## src/rtl/skid_buf_pkg.sv

```systemverilog
// Shared types for the two-entry skid buffer: occupancy state encoding and depth.
package skid_buf_pkg;

  typedef enum logic [1:0] {
    EMPTY = 2'd0,
    BUSY  = 2'd1,
    FULL  = 2'd2
  } skid_state_t;

  localparam int SKID_DEPTH = 2;

endpackage

```

## src/rtl/skid_buffer_reader_reg_en_bus.sv

```systemverilog
// Enabled register bank for skid buffer payloads; one cycle load latency, no handshake.
// Synchronous active-high reset clears every bit; en gates loads.
module reg_en_bit (
  input  logic clk,
  input  logic reset,
  input  logic en,
  input  logic d,
  output logic q
);

  always_ff @(posedge clk) begin
    if (reset) begin
      q <= 1'b0;
    end else if (en) begin
      q <= d;
    end
  end

endmodule

module reg_en_bus #(
  parameter int WIDTH = 32
) (
  input  logic             clk,
  input  logic             reset,
  input  logic             en,
  input  logic [WIDTH-1:0] in,
  output logic [WIDTH-1:0] out
);

  for (genvar i = 0; i < WIDTH; i++) begin : g_bit
    reg_en_bit u_bit (
      .clk   (clk),
      .reset (reset),
      .en    (en),
      .d     (in[i]),
      .q     (out[i])
    );
  end

endmodule

```

## src/rtl/skid_buffer_reader.sv

```systemverilog
// Two-entry valid/ready skid buffer, one cycle in-to-out latency; ready/valid decode from state only.
// Optional SKID_BUF_FLUSH_EN adds a flush input that empties the buffer (reset still wins).
module skid_buffer_reader
  import skid_buf_pkg::*;
#(
  parameter int WIDTH = 32
) (
  input  logic             clk,
  input  logic             reset,
  input  logic             in_valid,
  output logic             in_ready,
  input  logic [WIDTH-1:0] in_data,
  output logic             out_valid,
  input  logic             out_ready,
`ifdef SKID_BUF_FLUSH_EN
  input  logic             flush,
`endif
  output logic [WIDTH-1:0] out_data
);

  skid_state_t      state;
  skid_state_t      state_nxt;
  logic             in_fire;
  logic             out_fire;
  logic             main_en;
  logic             skid_en;
  logic             main_from_skid;
  logic [WIDTH-1:0] main_d;
  logic [WIDTH-1:0] skid_q;

  // Ready/valid come straight off the state flops so neither side sees a combinational path.
  assign out_valid = (state != EMPTY);
  assign in_ready  = (state != FULL);
  assign in_fire   = in_valid & in_ready;
  assign out_fire  = out_valid & out_ready;

  always_comb begin
    state_nxt      = state;
    main_en        = 1'b0;
    skid_en        = 1'b0;
    main_from_skid = 1'b0;
    case (state)
      EMPTY: begin
        if (in_fire) begin
          main_en   = 1'b1;
          state_nxt = BUSY;
        end
      end
      BUSY: begin
        if (in_fire && out_fire) begin
          main_en = 1'b1;
        end else if (in_fire) begin
          skid_en   = 1'b1;
          state_nxt = FULL;
        end else if (out_fire) begin
          state_nxt = EMPTY;
        end
      end
      FULL: begin
        if (out_fire) begin
          main_en        = 1'b1;
          main_from_skid = 1'b1;
          state_nxt      = BUSY;
        end
      end
      default: state_nxt = EMPTY;
    endcase
`ifdef SKID_BUF_FLUSH_EN
    // Squash drops held entries and any coincident upstream beat; data flops keep stale bits.
    if (flush) begin
      state_nxt = EMPTY;
      main_en   = 1'b0;
      skid_en   = 1'b0;
    end
`endif
  end

  always_ff @(posedge clk) begin
    if (reset) begin
      state <= EMPTY;
    end else begin
      state <= state_nxt;
    end
  end

  assign main_d = main_from_skid ? skid_q : in_data;

  reg_en_bus #(.WIDTH(WIDTH)) u_main (
    .clk   (clk),
    .reset (reset),
    .en    (main_en),
    .in    (main_d),
    .out   (out_data)
  );

  reg_en_bus #(.WIDTH(WIDTH)) u_skid (
    .clk   (clk),
    .reset (reset),
    .en    (skid_en),
    .in    (in_data),
    .out   (skid_q)
  );

endmodule

```

## config.mk

```make
export PLATFORM = sky130hd
export DESIGN_NAME = skid_buffer_reader
export DESIGN_NICKNAME = d
export VERILOG_FILES = /design/src/rtl/skid_buf_pkg.sv /design/src/rtl/skid_buffer_reader_reg_en_bus.sv /design/src/rtl/skid_buffer_reader.sv
export SDC_FILE = /design/constraint.sdc
export NUM_CORES = 1
export LEC_CHECK = 0
export ABC_AREA = 0
export BUFFER_PORTS_ARGS = -buffer_cell sky130_fd_sc_hd__buf_2
export CAP_MARGIN = 20
export CORE_ASPECT_RATIO = 2
export CORE_MARGIN = 3
export CORE_UTILIZATION = 43
export CTS_CLUSTER_SIZE = 20
export DETAILED_ROUTE_END_ITERATION = 6
export PLACE_DENSITY = 0.66
export SLEW_MARGIN = 20
export SYNTH_ARGS = -nofsm -noshare
export SYNTH_HDL_FRONTEND = slang
export SYNTH_SLANG_ARGS = --single-unit
```

## constraint.sdc

```tcl
create_clock -name clk -period 1.1 [get_ports clk]
set_input_delay 0.22 -clock clk [delete_from_list [all_inputs] [get_ports clk]]
set_output_delay 0.22 -clock clk [all_outputs]
set_load 0.005 [all_outputs]
```

==> qor.txt <==
most numerous cell in the Yosys netlist -> nand2_1
Ys Warns -> 0
RePlAce Congestion -> 0.793
CP Launch Type -> register
LEAKAGE -> 1.60 nW
# diodes -> 0
Yosys top cell area share -> 0.430
total CTS buffers -> 9
dpl hpwl -> 5.09 mm
Starting Density -> 0.443
CTS H-Tree Depth -> 3
clk sinks -> 66
vias in the first global route -> 2631
I/O pins -> 70
Rel. slew slack -> 0.830
Final Setup Violations -> 68
initial antenna violation count -> 0
Die W -> 65.8 um
Arr. time, crit path -> 1.70 ns
CTS tree -> done
# rows -> 43
minimum clock period -> 1.43 ns
share of cells above drive strength 1 -> 0.347
highest routed metal layer -> met4
1st-iter DRT viols -> 171
WP data required -> 1.36 ns
unrepaired setup endpoints after global routing -> yes
Met2 Routed Length -> 4.23 mm
total area of sequential cells -> 1320 sq um
Synth Flop Type -> dfxtp_1
largest net degree at the start of global routing -> 40
Die ar. -> 8260 sq um
dominant cells by area after synthesis -> dfxtp_1 (43%), nand2_1 (16%), a311oi_1 (9.1%), a211oi_1 (8.1%), buf_4 (7.8%)
Pwr Total -> 6.18 mW
mean number of vias per cell -> 5.40
period utilisation layout -> 1.30
Die Ht -> 126 um
area of the multi-input gates -> 1410 sq um
CTS max path bufs -> 2
post-synthesis register bit count -> 66
Met1 Wirelength -> 3.18 mm
Worst-Margin Slew -> 0.253 ns
drt first pass iters -> 4
hold_buf cts -> 0
Root Buffer -> clkbuf_16
worst-skew pair later-pin latency -> 0.33 ns
asr flop ratio synth -> 0
Worst Setup Slack, final -> -0.334 ns
GRT Util Overall -> 0.192
CP max FO -> 8
min-delay worst type -> in2reg
Pins Over Slew Limit -> 0
DP Worst Slack -> -0.256 ns
Synth Net Count -> 411
global route overflow -> 0
I/O Buffers -> 69
failing checks -> negative setup slack
metal3 WL -> 435 um
Synth area leader -> dfxtp_1
wire length per cell -> 15.7 um
fin area -> 3920 sq um
DRC viols -> 0
DR vias -> 2792
Setup crit end kind -> register
Netlist Area Pre-Place -> 3080 sq um
Max Cap Violations -> 0
status -> complete, but fails checks
Max IR drop VDD -> 1.05 mV
core area -> 6940 sq um
Mean Syn Cell Area -> 8.20 sq um
Final Hold Fails -> 0
Cells after Synth -> 375
Min Hold Slack -> 0.137 ns
Post-synth EDFFs -> 0
PD cells -> 1570 nW/um^2
clk slew on worst S/H paths -> 0.05 ns
sequential area share after synthesis -> 0.430
Max Freq -> 697 MHz
first-pass GRT wire length -> 12.3 mm
Commonest cells post-synth -> nand2_1 (130), dfxtp_1 (66), a211oi_1 (33), a21oi_1 (33)
Filler cells -> 632
WS Path Type -> reg2reg
Area Overhead vs Synth -> 27.5%
Post-DP Area -> 3360 sq um
Nets -> 459
Final Skew -> 0.00374 ns
Netlist cell types -> 21
routed wire length -> 8.14 mm
ANT nets after route -> 0
## critical path, stage by stage, from the launching register on
cell	delay, ns
dfxtp_2	0.32
buf_6	0.12
buf_12	0.12
nor4bb_4	0.28
buf_6	0.17
clkbuf_16	0.17
nand2_1	0.06
a21oi_1	0.12
## kinds of logic (layout without fill, tap and decap cells)
family                 count (synthesis)  in the layout  share of synthesized area
AO/OA/AOI/OAI                        101            101                      0.233
AND/OR/NAND/NOR                      140            140                      0.184
buffers and inverters                 68            120                      0.153
flip-flops                            66             66                      0.430
## repair_timing
item | 4_1_cts | 5_1_grt
setup endpoints to repair | 68 | 68
pin swaps | 3 | 12
setup buffers | 4 | 3
resized for setup | 10 | 24
cloned | 0 | 4
## sequential cells by signal, summed over array words and instances (netlist names)
name,cells
u_main.g_bit.u_bit.q,32
u_skid.g_bit.u_bit.q,32
state,2
## worst paths after layout
check,cells past startpoint,end,slack [ns],start
max,7,u_skid.g_bit[31].u_bit.q$_SDFFE_PP0P_,-0.33,state[1]$_SDFFE_PP0P_
min,3,u_skid.g_bit[3].u_bit.q$_SDFFE_PP0P_,0.14,in_data[3]
max reg2reg,7,u_skid.g_bit[31].u_bit.q$_SDFFE_PP0P_,-0.33,state[1]$_SDFFE_PP0P_
min reg2reg,2,u_skid.g_bit[29].u_bit.q$_SDFFE_PP0P_,0.46,u_skid.g_bit[29].u_bit.q$_SDFFE_PP0P_
## metal layers
| layer | track usage | vias to the layer above |
|---|---|---|
| met1 | 0.212 | 1307 |
| met2 | 0.322 | 88 |
| li1 | - | 1373 |
| met5 | 0 | - |
| met4 | 0.108 | 0 |
| met3 | 0.0530 | 24 |
## per-stage QoR
step                utilization  std cells  TNS, ns
finish                    0.565        517   -19.99
detailed placement        0.484        491   -13.97
floorplan                     -        375    -3.66
CTS                       0.539        510   -17.96
global route              0.565        517   -24.34
global placement          0.484        491   -11.95
## report_power, final
| part | total (mW) | internal, mW | switching (mW) |
|---|---|---|---|
| Combinational | 0.835 | 0.415 | 0.420 |
| Clock | 2.72 | 1.75 | 0.971 |
| Sequential | 2.62 | 2.54 | 0.0819 |
| Total | 6.18 | 4.70 | 1.47 |
## cells in the final DEF (no fill, tap or decap), types with 3 or more instances in the layout
cell and n:
a21oi_1 22, buf_12 7, clkbuf_16 11, a311oi_1 31, clkbuf_8 4, buf_2 68, buf_4 17, nand2_4 3
buf_6 10, a211oi_2 3, a21oi_2 11, dfxtp_1 64, nand2_1 127, a211oi_1 30
## layout make-up
class / count / area share
Clock buffer: 13 / 0.0715
Multi-Input combinational cell: 241 / 0.359
Timing Repair Buffer: 105 / 0.200
Tap cell: 90 / 0.0287
Sequential cell: 66 / 0.338
Clock inverter: 2 / 0.00255
Power figures use the tool's default switching activity.
